<file path="src/rtl/jt51_wrq.sv">
// Host-side write queue for the JT51 register file: buffers (addr, data) pairs and replays them as
// address/data strobes, respecting busy. Optional macro JT51_WRQ_SKIPADDR_EN skips redundant address strobes.
module jt51_wrq #(
  parameter int DEPTH_LOG2 = 4,
  parameter int GAP        = 2
) (
  input  logic                  rst,
  input  logic                  clk,
  input  logic                  flush,
  input  logic                  req_valid,
  output logic                  req_ready,
  input  logic [7:0]            req_addr,
  input  logic [7:0]            req_data,
  output logic [7:0]            mmr_din,
  output logic                  mmr_write,
  output logic                  mmr_a0,
  input  logic                  mmr_busy,
  output logic [DEPTH_LOG2:0]   level,
  output logic                  idle
);

  localparam int                  DEPTH     = 1 << DEPTH_LOG2;
  localparam logic [DEPTH_LOG2:0] FULL      = (DEPTH_LOG2+1)'(DEPTH);
  localparam logic [DEPTH_LOG2:0] ONE       = (DEPTH_LOG2+1)'(1);
  localparam logic [3:0]          HOLD_LAST = 4'(GAP - 1);

  typedef enum logic [2:0] {IDLE, ADDR, GAP1, DATA, HOLD, WBUSY} state_t;

  state_t                  state;
  logic [15:0]             mem [DEPTH];
  logic [DEPTH_LOG2-1:0]   wr_ptr, rd_ptr;
  logic [DEPTH_LOG2:0]     level_nxt;
  logic                    push, pop, skip;
  logic [7:0]              pop_addr, pop_data;
  logic [7:0]              cur_addr, cur_data;
  logic [3:0]              hold_cnt;

  // Pop only from a registered non-empty level, push only when not full; flush overrides both.
  assign push = req_valid & req_ready & ~flush;
  assign pop  = (state == IDLE) & (level != '0) & ~flush;
  assign {pop_addr, pop_data} = mem[rd_ptr];
  assign idle = (state == IDLE) & (level == '0);

  always_comb begin
    level_nxt = level;
    if (flush)
      level_nxt = '0;
    else if (push & ~pop)
      level_nxt = level + ONE;
    else if (pop & ~push)
      level_nxt = level - ONE;
  end

  always_ff @(posedge clk) begin
    if (push)
      mem[wr_ptr] <= {req_addr, req_data};
  end

  always_ff @(posedge clk or posedge rst) begin
    if (rst) begin
      wr_ptr    <= '0;
      rd_ptr    <= '0;
      level     <= '0;
      req_ready <= 1'b1;
    end else begin
      if (flush) begin
        wr_ptr <= '0;
        rd_ptr <= '0;
      end else begin
        if (push) wr_ptr <= wr_ptr + 1'b1;
        if (pop)  rd_ptr <= rd_ptr + 1'b1;
      end
      level     <= level_nxt;
      req_ready <= (level_nxt != FULL);
    end
  end

`ifdef JT51_WRQ_SKIPADDR_EN
  logic [7:0] last_addr;
  logic       last_valid;

  // The register file keeps the selected address latched, so a repeat address needs no strobe.
  assign skip = last_valid & (pop_addr == last_addr);

  always_ff @(posedge clk or posedge rst) begin
    if (rst) begin
      last_valid <= 1'b0;
    end else begin
      if (state == DATA) last_valid <= 1'b1;
      if (flush)         last_valid <= 1'b0;
    end
  end

  always_ff @(posedge clk) begin
    if (state == DATA) last_addr <= cur_addr;
  end
`else
  assign skip = 1'b0;
`endif

  always_ff @(posedge clk) begin
    if (pop) begin
      cur_addr <= pop_addr;
      cur_data <= pop_data;
    end
  end

  // Strobe outputs are registered: they are set on the transition into ADDR/DATA.
  always_ff @(posedge clk or posedge rst) begin
    if (rst) begin
      state     <= IDLE;
      mmr_write <= 1'b0;
      mmr_a0    <= 1'b0;
      mmr_din   <= '0;
      hold_cnt  <= '0;
    end else begin
      case (state)
        IDLE: begin
          if (pop) begin
            mmr_write <= 1'b1;
            if (skip) begin
              mmr_a0  <= 1'b1;
              mmr_din <= pop_data;
              state   <= DATA;
            end else begin
              mmr_a0  <= 1'b0;
              mmr_din <= pop_addr;
              state   <= ADDR;
            end
          end
        end
        ADDR: begin
          mmr_write <= 1'b0;
          state     <= GAP1;
        end
        GAP1: begin
          mmr_write <= 1'b1;
          mmr_a0    <= 1'b1;
          mmr_din   <= cur_data;
          state     <= DATA;
        end
        DATA: begin
          mmr_write <= 1'b0;
          hold_cnt  <= HOLD_LAST;
          state     <= HOLD;
        end
        HOLD: begin
          if (hold_cnt == '0)
            state <= WBUSY;
          else
            hold_cnt <= hold_cnt - 1'b1;
        end
        WBUSY: begin
          if (!mmr_busy) state <= IDLE;
        end
        default: state <= IDLE;
      endcase
    end
  end

endmodule

</file>
<file path="config.mk">
export PLATFORM = sky130hd
export DESIGN_NAME = jt51_wrq
export DESIGN_NICKNAME = d
export VERILOG_FILES = /design/src/rtl/jt51_wrq.sv
export SDC_FILE = /design/constraint.sdc
export NUM_CORES = 1
export LEC_CHECK = 0
export ABC_CLOCK_PERIOD_IN_PS = 3600
export CAP_MARGIN = 0
export CORE_ASPECT_RATIO = 1.75
export CORE_MARGIN = 10
export CORE_UTILIZATION = 68
export CTS_BUF_LIST = sky130_fd_sc_hd__clkbuf_8
export CTS_CLUSTER_SIZE = 24
export DETAILED_ROUTE_END_ITERATION = 6
export PLACE_DENSITY = 0.95
export REMOVE_ABC_BUFFERS = 1
export SKIP_CTS_REPAIR_TIMING = 1
export SLEW_MARGIN = 20
export SYNTH_ARGS = -nofsm -noshare
export SYNTH_HDL_FRONTEND = slang
export SYNTH_SLANG_ARGS = --single-unit
export TNS_END_PERCENT = 10
</file>
<file path="constraint.sdc">
create_clock -name clk -period 3.6 [get_ports clk]
set_input_delay 0.54 -clock clk [delete_from_list [all_inputs] [get_ports clk]]
set_output_delay 0.54 -clock clk [all_outputs]
set_load 0.01 [all_outputs]
</file>
==> impl_metrics.py, run 1 <==
metrics = {
    "logic_synthesis": {
        "seq_area_frac_synth": 0.740,
        "synth.area.mux_share": 0.161,
        "synth_top_family_by_area": "multiplexers",
        "ys_seq_elements": 295,
        "synthCells": 571,
        "synth_edf_count": 264,
        "synth_compound_area_frac": 0.0231,
        "synth_xor_area_frac": 0.00745,
        "avgSynthCellArea_um2": 20.6,
        "syn-cell-area_mm2": 0.0118,
        "ys_types": 45,
        "yosys_warnings": 0,
        "synth_flop_cell": "edfxtp_1",
        "synthSimpleGateAreaFrac": 0.0398,
        "synthAdderAreaFrac": 0.00957,
        "synth_async_sr_flop_share": 0.105,
    },
    "setup_path": {
        "crit_chain": "inv_1 > ha_1 > nor4b_4 > and2_1 > clkdlybuf4s50_1",
        "slowest_delay_ns": 0.53,
        "arrival_ns": 2.38,
        "crit_type": "reg -> out",
        "worstSetupStartpointType": "flip-flop",
        "cp_num_buf_inv": 2,
        "slowest_stage": "clkdlybuf4s50_1",
        "required_ns": 3.06,
        "path_max_fanout": 5,
        "crit_path_end_kind": "output port",
        "cp_top_family": "buffers and inverters",
    },
    "global_routing": {
        "antenna_found_initial": 0,
        "grt_pass1_wl_mm": 39.2,
        "grt_overflow": 0,
        "grt.total_usage": 0.223,
        "use_met3": 0.0397,
        "grt_pass1_vias": 6383,
        "met2_usage": 0.386,
        "gr-usage-met1": 0.255,
        "grt.busiest_layer": "met2",
        "grt_max_degree": 44,
    },
    "sta": {
        "drv_slew": 0,
        "tightest_slew_ns": 0.956,
        "setup_viol": 0,
        "relSlewSlack": 0.363,
        "setup_tns_ns": 0,
        "rsz0062_at_grt": "false",
        "fin_skew_ns": 0.0209,
        "fin_crit_ns": 2.92,
        "fmax_ghz": 0.343,
        "final-hold-violation-count": 0,
        "finalCritPeriodShare": 0.811,
    },
    "final_layout": {
        "drive_gt1_frac": 0.206,
        "layout_common_cells": "edfxtp_1, mux4_2, clkbuf_8",
        "nNetsFinal": 678,
        "final_core_util": 0.774,
        "final_common_cell": "edfxtp_1",
        "diodes": 0,
        "area_growth_pct": 11.5,
        "fillers": 818,
    },
    "power": {
        "p_leak_uw": 0.00428,
        "pwr_density_cell_mw_per_mm2": 615,
        "p_int_uw": 5820,
        "vdd_drop_max_v": 0.000385,
        "power.share.clock": 0.267,
        "sequentialPowerShare": 0.512,
        "comb_power_share": 0.221,
        "switching_share": 0.278,
        "power.switching_uw": 2240,
    },
    "clock_tree": {
        "cts.sinks": 295,
        "htree_num_levels": 2,
        "cts_tree": "done",
        "cts_inserted_buffers": 39,
        "cts-root-buf": "clkbuf_8",
        "clock_latency_ns": 0.54,
        "clk_pin_slew_ns": 0.07,
        "clk_path_buf_depth": 3,
    },
    "floorplan": {
        "rows": 63,
        "die_width_um": 119,
        "die_h_um": 194,
        "pin_count": 38,
        "start_util": 0.694,
        "die-area_mm2": 0.0232,
        "coreArea_mm2": 0.0169,
    },
    "route": {
        "num_vias": 5912,
        "drc_errors": 0,
        "antenna_left": 0,
        "first_iter_violations": 497,
        "drtPass1Iterations": 4,
        "post_drt_via_cell_ratio": 6.55,
        "post_drt_wl_per_cell_um": 27.9,
        "routed_wl_mm": 25.2,
    },
    "status": {
        "status": "finished clean",
    },
    "placed_design": {
        "hpwlAfterDp_mm": 17.3,
        "gp_congestion": 0.931,
        "port_buffers": 37,
    },
    "flow_run": {
        "drv_cap": 0,
    },
    "worst_hold_path": {
        "min_path_type": "in -> async",
    },
}
final timing paths:
| kind | start | to | slack, ns | cells past startpoint |
|---|---|---|---|---|
| hold / removal | rst | mmr_din[7] | 0.45 | 2 |
| setup / recovery | level[0] | idle | 0.68 | 5 |
| setup reg to reg | rd_ptr[0] | mmr_din[1] | 1.03 | 5 |
| max in group asynchronous | rst | rd_ptr[0] | 2.67 | 2 |
| min in group clk | mmr_a0 | mmr_a0 | 0.48 | 1 |
| hold reg to reg | mmr_a0 | mmr_a0 | 0.48 | 1 |
registers in the layout, indices dropped and copies added, names as in the netlist:
| signal | cells |
|---|---|
| wr_ptr | 4 |
| cur_data | 8 |
| mmr_write | 1 |
| mmr_a0 | 1 |
| req_ready | 1 |
| mem | 256 |
| level | 5 |
| rd_ptr | 4 |
| mmr_din | 8 |
| state | 3 |
| hold_cnt | 4 |
through the flow:
step                hold slack (ns)  setup WS (ns)  cells  cell area, µm²  total power, µW
floorplan                     0.456         -0.122    545           11600             5320
global placement              0.462          0.965    834           12400             5870
detailed placement            0.465          0.889    834           12400             5980
finish                        0.447          0.681    903           13100             8060
global route                  0.487          0.512    903           13100             8380
CTS                           0.451          0.661    903           13100             8090
layout make-up:
cell class / count / area [µm²] / area share
sequential: 295 / 8710 / 0.664
multi-input combinational: 239 / 2830 / 0.216
timing repair buffer: 62 / 583 / 0.0445
clock buffer: 39 / 537 / 0.0409
tap: 227 / 284 / 0.0217
clock inverter: 30 / 128 / 0.00973
inverter: 11 / 41.3 / 0.00315
per-layer routing:
| metal | share of wire | vias up |
|---|---|---|
| met1 | 0.33 | 3030 |
| met3 | 0.064 | 82 |
| met2 | 0.55 | 302 |
| met4 | 0.057 | 0 |
| met5 | 0 | - |
| li1 | - | 2498 |
synthesized netlist by cell type (all sizes together) (3+ instances only):
cell type	count	area [µm²]
a21oi	6	30.0
a221o	8	80.1
a221oi	8	70.1
and2	3	18.8
buf	21	169
clkbuf	5	18.8
dfrtp	30	751
edfxtp	264	7930
ha	9	113
inv	11	41.3
mux2i	22	220
mux4	72	1670
nand2	24	92.6
nand2b	3	18.8
nand4	3	18.8
nor2	36	159
nor2b	4	25.0
nor3	5	25.0
nor4b	3	41.3
o21ai	8	43.8
xnor2	6	52.6
xor2	4	35.0
cells by family (layout without fill, tap and decap cells):
group / count (synthesis) / count (layout)
AO/OA/AOI/OAI: 36 / 36
XOR/XNOR: 10 / 10
adder cells (fa/ha/maj): 9 / 9
buffers and inverters: 37 / 142
flip-flops: 295 / 295
multiplexers: 94 / 94
AND/OR/NAND/NOR: 90 / 90
worst reg2reg max path: stages (launching register included):
cell and delay (ns):
dfrtp_4 0.57, buf_12 0.33, mux4_2 0.60, mux2i_1 0.45, a221oi_1 0.19, a221o_1 0.31
power by group through the flow:
stage | sequential, µW | clock, µW | combinational [µW]
2_1_floorplan | 4260 | 0 | 1060
3_3_place_gp | 4170 | 0 | 1700
3_5_place_dp | 4190 | 0 | 1790
4_1_cts | 4120 | 2180 | 1790
5_1_grt | 4150 | 2330 | 1910
6_report | 4130 | 2160 | 1780
Power figures use the tool's default switching activity.
==> inputs of run 2 (changes only) <==
- ABC_CLOCK_PERIOD_IN_PS: 3600 -> 2700
- CORE_UTILIZATION: 68 -> 63
- PLACE_DENSITY: 0.95 -> 0.92
- clock period: 3.6 -> 2.7 ns (I/O delays scaled with it)
==> run 2 against run 1 <==
  * Global-route usage fell by 1.7 points
  * Hold slack got worse by 0.19 ns
  * Via count rose by 1.2%
  * Clock skew up 0.0021 ns
  * Sequential share of layout area fell by 0.86 points
  * Clock-buffer cell count unchanged
  * First-iteration DRC count is 41% higher
  * Largest power group unchanged
==> impl_metrics.py, run 2 (synthesized netlist as in run 1, its figures left out) <==
metrics = {
    "power": {
        "power.switching_uw": 2990,
        "power_uw": 10900,
        "sequentialPowerShare": 0.502,
        "p_int_uw": 7940,
        "pwr_density_cell_mw_per_mm2": 823,
        "p_leak_uw": 0.00436,
        "power.share.clock": 0.271,
        "switching_share": 0.274,
        "comb_power_share": 0.227,
        "vdd_drop_max_v": 0.000803,
    },
    "clock_tree": {
        "clock_latency_ns": 0.53,
        "cts_tree": "done",
        "cts.sinks": 295,
        "clk_pin_slew_ns": 0.08,
        "htree_num_levels": 2,
        "cts-root-buf": "clkbuf_8",
        "cts_inserted_buffers": 37,
        "clk_path_buf_depth": 3,
    },
    "final_layout": {
        "nNetsFinal": 692,
        "top_register": "mem",
        "layout_common_cells": "edfxtp_1, mux4_2, clkbuf_8",
        "final_cell_count_no_fill": 925,
        "largest_reg_flops": 256,
        "drive_gt1_frac": 0.234,
        "area_growth_pct": 12.9,
        "largest_registers": "mem (256), cur_data (8), mmr_din (8)",
        "diodes": 0,
        "final_common_cell": "edfxtp_1",
    },
    "route": {
        "post_drt_via_cell_ratio": 6.47,
        "drc_errors": 0,
        "drtPass1Iterations": 5,
        "routed_wl_mm": 24.8,
        "post_drt_wl_per_cell_um": 26.8,
        "antenna_left": 0,
        "num_vias": 5985,
        "first_iter_violations": 701,
    },
    "sta": {
        "final-hold-violation-count": 0,
        "finalCritPeriodShare": 0.983,
        "setup_viol": 0,
        "drv_slew": 0,
        "fmax_ghz": 0.377,
        "fin_skew_ns": 0.0231,
        "fin_crit_ns": 2.66,
        "relSlewSlack": 0.562,
        "tightest_slew_ns": 0.656,
    },
    "global_routing": {
        "grt.busiest_layer": "met2",
        "grt_pass1_vias": 6361,
        "grt_overflow": 0,
        "grt_max_degree": 35,
        "met2_usage": 0.362,
        "gr-usage-met1": 0.244,
        "grt.total_usage": 0.206,
        "grt_pass1_wl_mm": 38.2,
        "use_met3": 0.0290,
        "antenna_found_initial": 0,
    },
    "setup_path": {
        "worstSetupStartpointType": "flip-flop",
        "required_ns": 2.30,
        "arrival_ns": 2.25,
        "path_max_fanout": 5,
        "crit_chain": "inv_1 > ha_2 > nor4b_4 > and2_1 > clkdlybuf4s50_1",
        "slowest_stage": "clkdlybuf4s50_1",
        "crit_type": "reg -> out",
        "slowest_delay_ns": 0.53,
        "crit_path_end_kind": "output port",
    },
    "floorplan": {
        "start_util": 0.636,
        "coreArea_mm2": 0.0185,
        "die-area_mm2": 0.0248,
        "pin_count": 38,
        "rows": 66,
        "die_width_um": 123,
        "die_h_um": 201,
    },
    "status": {
        "status": "finished clean",
    },
    "placed_design": {
        "hpwlAfterDp_mm": 16.2,
        "placed_cells": 860,
        "gp_congestion": 0.918,
        "port_buffers": 37,
    },
    "worst_hold_path": {
        "min_path_type": "in -> async",
    },
    "flow_run": {
        "drv_cap": 0,
    },
}
-- run 2: cell types whose count changed in the layout (fill, tap and decap cells not counted), sizes merged --
cell and change:
clkinv +1, clkinvlp -1, inv -6, buf +16, bufinv +1
-- run 2: cell type report --
type                    count  area [µm²]
clock buffers              39         537
well taps                 238         298
fillers                  1002        5210
multi-input cells         239        2830
inverters                  11        41.3
clock inverters            25         139
repair buffers             78         728
flip-flops and latches    295        8710
-- run 2: through the flow --
stage / setup TNS, ns / worst slack [ns] / util / hold WS (ns) / instance area (µm²)
CTS: -0.110 / -0.110 / 0.718 / 0.258 / 13300
global placement: 0 / 0.410 / 0.681 / 0.459 / 12600
global route: -0.0104 / -0.0104 / 0.718 / 0.304 / 13300
finish: 0 / 0.0446 / 0.718 / 0.258 / 13300
detailed placement: 0 / 0.326 / 0.681 / 0.478 / 12600
floorplan: -16.77 / -1.02 / - / 0.456 / 11600
-- run 2: worst max-delay path: cells and delay by family (launching register included) --
family / cells / cell delay [ns]
fa+ha+maj: 1 / 0.25
flops: 1 / 0.43
simple gates: 2 / 0.38
buf+inv: 2 / 0.66
-- run 2: path summary, 6_finish.rpt --
| check | from | end | slack [ns] | depth (start not counted) |
|---|---|---|---|---|
| setup reg to reg | level[0] | cur_data[1] | 0.34 | 7 |
| hold / removal | rst | level[2] | 0.26 | 3 |
| setup / recovery | level[0] | idle | 0.04 | 5 |
| min in group clk | cur_data[3] | mmr_din[3] | 0.49 | 1 |
| hold reg to reg | cur_data[3] | mmr_din[3] | 0.49 | 1 |
| max in group asynchronous | rst | req_ready | 2.11 | 3 |
-- run 2: power groups by stage --
stage | combinational [µW] | clock [µW] | sequential [µW]
floorplan | 1410 | 0 | 5680
global placement | 2280 | 0 | 5550
detailed placement | 2430 | 0 | 5570
CTS | 2460 | 3010 | 5480
global route | 2640 | 3200 | 5510
finish | 2480 | 2960 | 5480
-- run 2: routing by layer --
metal	part of all wire	vias to the layer above	wire, µm
met5	0	-	0
met4	0.041	0	1010
met3	0.066	74	1640
met2	0.54	330	13500
met1	0.35	3062	8630
li1	-	2519	-
